$ cat src/rtl/master_mem_copy_dma.sv
// Single-channel DMA engine for an on-chip word memory: copy (memmove-safe) or fill.
// Memory port signals are decoded combinationally from the current state and address pointers.
module master_mem_copy_dma #(
  parameter int ADDR_W    = 12,
  parameter int DATA_W    = 32,
  parameter int MEM_WORDS = 4087
) (
  input  logic              clk,
  input  logic              reset_n,
  input  logic              start,
  input  logic              mode,
  input  logic [ADDR_W-1:0] src_addr,
  input  logic [ADDR_W-1:0] dst_addr,
  input  logic [ADDR_W-1:0] length,
  input  logic [DATA_W-1:0] fill_data,
  input  logic              abort,
  output logic              busy,
  output logic              done,
  output logic              error,
  output logic [ADDR_W-1:0] words_done,
  output logic [ADDR_W-1:0] mem_address,
  output logic [3:0]        mem_byteenable,
  output logic              mem_chipselect,
  output logic              mem_write,
  output logic [DATA_W-1:0] mem_writedata,
  output logic              mem_clken,
  input  logic [DATA_W-1:0] mem_readdata
);

  typedef enum logic [2:0] {
    S_IDLE,
    S_CHECK,
    S_RD,
    S_WR,
    S_DONE
  } state_t;

  localparam logic [ADDR_W:0] MEM_LIMIT = (ADDR_W+1)'(MEM_WORDS);

  state_t            state_reg, state_next;
  logic              mode_reg, mode_next;
  logic              desc_reg, desc_next;
  logic              error_reg, error_next;
  logic [ADDR_W-1:0] src_reg, src_next;
  logic [ADDR_W-1:0] dst_reg, dst_next;
  logic [ADDR_W-1:0] len_reg, len_next;
  logic [ADDR_W-1:0] words_done_reg, words_done_next;
  logic [DATA_W-1:0] fill_reg, fill_next;

  // One extra bit so end-of-range sums cannot wrap.
  logic [ADDR_W:0] src_end;
  logic [ADDR_W:0] dst_end;
  assign src_end = {1'b0, src_reg} + {1'b0, len_reg};
  assign dst_end = {1'b0, dst_reg} + {1'b0, len_reg};

  always_comb begin
    state_next      = state_reg;
    mode_next       = mode_reg;
    desc_next       = desc_reg;
    error_next      = error_reg;
    src_next        = src_reg;
    dst_next        = dst_reg;
    len_next        = len_reg;
    words_done_next = words_done_reg;
    fill_next       = fill_reg;
    busy            = (state_reg != S_IDLE);
    done            = 1'b0;
    mem_chipselect  = 1'b0;
    mem_write       = 1'b0;
    mem_address     = '0;
    mem_writedata   = '0;

    case (state_reg)
      S_IDLE: begin
        if (start) begin
          mode_next  = mode;
          src_next   = src_addr;
          dst_next   = dst_addr;
          len_next   = length;
          fill_next  = fill_data;
          error_next = 1'b0;
          state_next = S_CHECK;
        end
      end

      S_CHECK: begin
        if (len_reg == '0) begin
          state_next = S_DONE;
        end else if ((dst_end > MEM_LIMIT) || (!mode_reg && (src_end > MEM_LIMIT))) begin
          error_next = 1'b1;
          state_next = S_DONE;
        end else begin
          error_next      = 1'b0;
          words_done_next = '0;
          // Destination overlapping the tail of the source: walk backwards.
          desc_next = !mode_reg && (dst_reg > src_reg) && ({1'b0, dst_reg} < src_end);
          if (!mode_reg && (dst_reg > src_reg) && ({1'b0, dst_reg} < src_end)) begin
            src_next = src_reg + len_reg - ADDR_W'(1);
            dst_next = dst_reg + len_reg - ADDR_W'(1);
          end
          state_next = mode_reg ? S_WR : S_RD;
        end
      end

      S_RD: begin
        mem_chipselect = 1'b1;
        mem_address    = src_reg;
        if (abort) begin
          state_next = S_DONE;
        end else begin
          src_next   = desc_reg ? (src_reg - ADDR_W'(1)) : (src_reg + ADDR_W'(1));
          state_next = S_WR;
        end
      end

      S_WR: begin
        mem_chipselect  = 1'b1;
        mem_write       = 1'b1;
        mem_address     = dst_reg;
        mem_writedata   = mode_reg ? fill_reg : mem_readdata;
        words_done_next = words_done_reg + ADDR_W'(1);
        dst_next        = desc_reg ? (dst_reg - ADDR_W'(1)) : (dst_reg + ADDR_W'(1));
        if (abort || (words_done_reg + ADDR_W'(1) == len_reg)) begin
          state_next = S_DONE;
        end else begin
          state_next = mode_reg ? S_WR : S_RD;
        end
      end

      S_DONE: begin
        done       = 1'b1;
        state_next = S_IDLE;
      end

      default: state_next = S_IDLE;
    endcase
  end

  always_ff @(posedge clk) begin
    if (!reset_n) begin
      state_reg      <= S_IDLE;
      mode_reg       <= 1'b0;
      desc_reg       <= 1'b0;
      error_reg      <= 1'b0;
      src_reg        <= '0;
      dst_reg        <= '0;
      len_reg        <= '0;
      words_done_reg <= '0;
      fill_reg       <= '0;
    end else begin
      state_reg      <= state_next;
      mode_reg       <= mode_next;
      desc_reg       <= desc_next;
      error_reg      <= error_next;
      src_reg        <= src_next;
      dst_reg        <= dst_next;
      len_reg        <= len_next;
      words_done_reg <= words_done_next;
      fill_reg       <= fill_next;
    end
  end

  assign error          = error_reg;
  assign words_done     = words_done_reg;
  assign mem_byteenable = 4'hF;
  assign mem_clken      = 1'b1;

endmodule
$ cat config.mk
export PLATFORM = sky130hd
export DESIGN_NAME = master_mem_copy_dma
export DESIGN_NICKNAME = d
export VERILOG_FILES = /design/src/rtl/master_mem_copy_dma.sv
export SDC_FILE = /design/constraint.sdc
export NUM_CORES = 1
export LEC_CHECK = 0
export ABC_AREA = 1
export BUFFER_PORTS_ARGS = -buffer_cell sky130_fd_sc_hd__buf_2
export CAP_MARGIN = 40
export CORE_ASPECT_RATIO = 1.5
export CORE_UTILIZATION = 35
export CTS_BUF_LIST = sky130_fd_sc_hd__clkbuf_8
export DETAILED_ROUTE_END_ITERATION = 7
export PLACE_DENSITY_LB_ADDON = 0.05
export RECOVER_POWER = 100
export SYNTH_ARGS = -nofsm -noshare
export SYNTH_HDL_FRONTEND = slang
export SYNTH_SLANG_ARGS = --single-unit
export TNS_END_PERCENT = 100
$ cat constraint.sdc
create_clock -name clk -period 3.2 [get_ports clk]
set_clock_uncertainty 0.05 [all_clocks]
set_input_delay 0.16 -clock clk [delete_from_list [all_inputs] [get_ports clk]]
set_output_delay 0.16 -clock clk [all_outputs]
set_load 0.02 [all_outputs]
After elaboration in Yosys (flattened, before gate mapping)
Index checks and enable logic that the tools add are counted.
Storage, ports and cells
  flip-flop bits (word level): 86
  input bits: 105
  output and inout port bits: 66
Cells by class
  add/sub/neg operators: 11
  order comparisons: 4
  eq/ne operators: 10
  multiplexer cells: 33
  bitwise logic cells: 2
  reduce and logical (&&, ||, !) cells: 20
Operators by type and width (count)
  $mux W12: 13
  $pmux W12 S3: 2
  $mux W32: 2
  $pmux W12 S2: 2
  $sub A12 B1 Y12 const B: 4
  $add A12 B1 Y12 const B: 3
  $add A12 B12 Y13: 2
  $gt A13 B12 Y1 const B: 2
  $add A12 B12 Y12: 2
  $mux W3: 5
  $lt A12 B13 Y1: 1
  $eq A12 B12 Y1: 1
  $gt A12 B12 Y1: 1
  $logic_not A12 Y1: 1
  $pmux W3 S4: 1
  $ne A2 B2 Y1 const B: 5
  $reduce_and A3 Y1: 3
  $reduce_bool A3 Y1: 3
  $mux W1: 7
  $eq A3 B2 Y1 const B: 2
  $reduce_and A6 Y1: 1
  $reduce_and A5 Y1: 1
  $reduce_bool A2 Y1: 2
  $eq A3 B1 Y1 const B: 1
  9 further kinds: 13

Depth between registers and ports, before layout
  depth in word-level cells: 7
  gate-level depth with buffers: 25
  depth with buffers taken out: 22

Least setup slack after synthesis
No wires, ideal clock.
  path kind: reg-to-reg
  start: register src_reg[0]
  end: register src_reg[9]
  setup time: 0.113 ns
  arrival: 2.922 ns
  data required time: 3.037 ns
  path slack: 0.114 ns
  stages on the path, launching flop included: 24
  buffers on the path: 2
  clock period less this slack: 3.086 ns
  cells stage by stage: dfxtp_1 -> ha_1 -> inv_1 -> fa_1 -> inv_1 -> nand3_2 -> nand2_2 -> nand2_2 -> nand2_2 -> nand2_1 -> nand2_1 -> ha_1 -> inv_1 -> nor3_1 -> a211oi_1 -> nor2_1 -> nor2_2 -> nand3_2 -> nand2_2 -> buf_6 -> nand3_4 -> buf_6 -> o21ai_1 -> nor2_1
Between the ends
  word-level cells in the longest chain between the ends: 6
Ends and longest elaborated chain
  start: declaration: line 44  | logic [ADDR_W-1:0] src_reg, src_next;
  start signal: assignment: line 155  | src_reg <= src_next;
  $add A12 B12 Y12 or $add A12 B12 Y13 (tied branches): line 98, 53
  $sub A12 B1 Y12 or $gt A13 B12 Y1 (tied branches): line 98, 89
  $mux W12 or $logic_and A1 B1 Y1 (tied branches): line 97, 89
  $mux W12 or $logic_or A1 B1 Y1 (tied branches): line 89  | end else if ((dst_end > MEM_LIMIT) || (!mode_reg && (src_end > MEM_LIMIT))) begin
  $mux W12 or $ne A2 B2 Y1 (tied branches)
  $pmux W12 S3 or $reduce_and A6 Y1 (tied branches)
Parallel ways exist; a longest one is shown, timed or not. The select of a mux whose other input is x is not followed.
A chain may end at the register's enable or synchronous reset.

Worst setup path after layout
  start: register len_reg[0]
  end: register src_reg[6]
Between the ends
  word-level cells in the longest chain between the ends: 6
Ends and longest elaborated chain
  start: declaration: line 46  | logic [ADDR_W-1:0] len_reg, len_next;
  start signal: assignment: line 157  | len_reg <= len_next;
  $add A12 B12 Y12 or $add A12 B12 Y13 (tied branches): line 98, 53
  $sub A12 B1 Y12 or $gt A13 B12 Y1 (tied branches): line 98, 89
  $mux W12 or $logic_and A1 B1 Y1 (tied branches): line 97, 89
  $mux W12 or $logic_or A1 B1 Y1 (tied branches): line 89
  $mux W12 or $ne A2 B2 Y1 (tied branches)
  $pmux W12 S3 or $reduce_and A6 Y1 (tied branches)
Parallel ways exist; a longest one is shown, timed or not. The select of a mux whose other input is x is not followed.

==> results.ini <==
[drt]
first_pass_iters = 5
avgRoutedWirePerCell_um = 15.7
vias_per_cell = 4.85
drt_iter0_drc = 468
ant_nets = 0
drc = 0
vias = 9942
wl_um = 32200

[clock_tree]
cts_buffer_depth = 2
htree_levels = 3
clock_tree.root_cell = clkbuf_8
cts_tree = done
clk_latency_ps = 410
clock-sinks = 86
cts_made_buffers = 9
cts.clk_slew.worst_paths_ps = 100

[final_layout]
n_antenna_cell = 0
seq_area_um2 = 1740
instances_no_fill = 2048
fin_nets = 1936
nFillCells = 2755
final_util_pct = 45.9
drive_gt1_share_pct = 18.6
largest_reg_flops = 32
area_growth_pct = 29.1
multi_input_area_um2 = 6270

[critical_path]
required_ps = 3500
worstPathMaxFanout = 7
worstSetupEndpointType = register
arrival_ps = 3340
crit_path_start_kind = register
criticalPathCategory = reg2reg

[timing]
fin_crit_sh_pct = 95.0
rsz0062_at_grt = yes
final-setup-viol-count = 0
hold_violations = 0
finalCriticalPeriod_ps = 3040
worstMarginPinSlew_ps = 1520
drv_slew = 48
slew_headroom_pct = -1.42
setup_ws_ps = 160
fmax_ghz = 0.329

[power_and_ir_drop]
static-leakage-power_nw = 6.13
p_per_area_nw_per_um2 = 824
ir_worst_vdd_v = 0.000246
total_power_mw = 9.49

[status]
status = finished, violations left
violations = capacitance limit, slew limit

[die]
ioPinCount = 171
start_util_pct = 35.6
dieWidth_um = 132
dieArea_um2 = 26100
die_h_um = 198
num_rows = 71
coreArea_um2 = 25100

[grt]
grt_pass1_wl_um = 50000
antenna_found_initial = 0
grt_overflow_total = 0
grt_pass1_vias = 9855
grt_usage_pct = 24.9
grt_max_degree = 66

[placement]
pre_cts_ws_ps = -51.1
io_buffers = 165
dp_cells = 1985
dp_hpwl_um = 26100
place.gp.congestion = 0.921

[synthesis]
postSynthCellCount = 1450
ys_types = 52
synth.top_cell.area_share_pct = 19.3
synth_commonest_cells = nand2_1, inv_1, a21oi_1
netlist_top_cells_area = dfxtp_1, nand2_1, ha_1, inv_1, a21oi_1
synthArstFlopShare_pct = 0
synth_flop_cell = dfxtp_1
ys_seq_area_share_pct = 19.3
synthesis.area_um2 = 8920
synth-edff-count = 0
yosysTopAreaCell = dfxtp_1
post-synth-top-count-cell = nand2_1
ys.warnings.count = 0
yosys_register_bits = 86
avgSynthCellArea_um2 = 6.15

[flow_run]
drv_cap = 1

[worst_hold_path]
min_path_type = in2reg

worst max-delay path, cell delays in order, from the launching register on:
cell and delay (ps):
dfxtp_2 370, ha_4 140, inv_1 50, fa_2 410, inv_4 90, nand2_2 70
nand3_2 60, nand2_1 60, nand2_2 70, inv_2 40, ha_4 220, a21oi_4 160
nor3_2 60, a211oi_2 180, nor2_1 70, nor2_2 90, nand3_2 100, nand2_4 120
nand3_4 160, clkbuf_16 220, nand2_1 50, nand2_1 40, nor2_1 100
logic make-up (layout without fill, tap and decap cells):
family                   after synthesis  count (layout)  share of synthesized area [%]
other                                  1               5                         0.0420
XOR/XNOR                              31              31                           3.04
AO/OA/AOI/OAI                        290             290                           17.6
adder cells (fa/ha/maj)              116             116                           16.8
AND/OR/NAND/NOR                      623             623                           29.9
buffers and inverters                303             569                           13.4
flip-flops                            86              86                           19.3
report_power, final:
part,internal (mW),total [mW],switching (mW)
Sequential,1.34,1.54,0.201
Clock,0.386,0.851,0.465
Combinational,2.83,7.09,4.26
cell usage in the layout, fill, tap and decap left out, types with 7 or more instances in the layout:
cell type	instances
inv_2	11
o211ai_1	8
inv_1	238
a21oi_1	127
nand4_1	27
dlygate4sd3_1	40
dfxtp_2	11
buf_2	119
nor3_1	7
nand2_2	17
xor2_1	28
ha_1	97
nand3_1	68
clkbuf_8	10
buf_4	85
dfxtp_1	75
nand2_1	359
ha_4	12
clkbuf_1	50
or2_2	9
o21ai_0	110
o22ai_1	13
nor2_1	104
worst paths after layout:
kind	slack, ps	start	to	cells after the start
worst max-delay path	160	len_reg[0]	src_reg[6]	22
worst min-delay path	40	src_addr[11]	src_reg[11]	5
worst max register to register	160	len_reg[0]	src_reg[6]	22
worst min register to register	400	fill_reg[28]	fill_reg[28]	2
final cells by class:
type	instances	area share (%)
Clock inverter	6	0.587
Sequential cell	86	15.1
Clock buffer	10	1.20
Inverter	253	8.29
Multi-Input combinational cell	1065	54.5
Tap cell	328	3.57
Timing Repair Buffer	300	16.8
timing repair:
item	CTS	global route
hold buffers	40	0
pin swaps	1	18
buffers inserted	1	5
endpoints found under the hold margin	40	0
resized for setup	2	67
setup endpoints to repair	23	24
gates cloned	0	1
metrics by stage:
stage	setup TNS (ps)	instance area, µm²	hold slack [ps]
finish	0	11500	36.5
global placement	-58.9	10600	390
global route	-175	11500	46.3
detailed placement	-374	10600	390
floorplan	0	8930	303
CTS	0	11300	15.2
routing by layer:
layer / GRT usage [%] / vias up / wire (µm)
li1: - / 5197 / -
met4: 15.0 / 0 / 1630
met2: 48.7 / 250 / 17000
met1: 25.3 / 4418 / 12400
met5: 0 / - / 0
met3: 2.41 / 77 / 1140
Note: power is estimated with default switching activity, not from simulation.
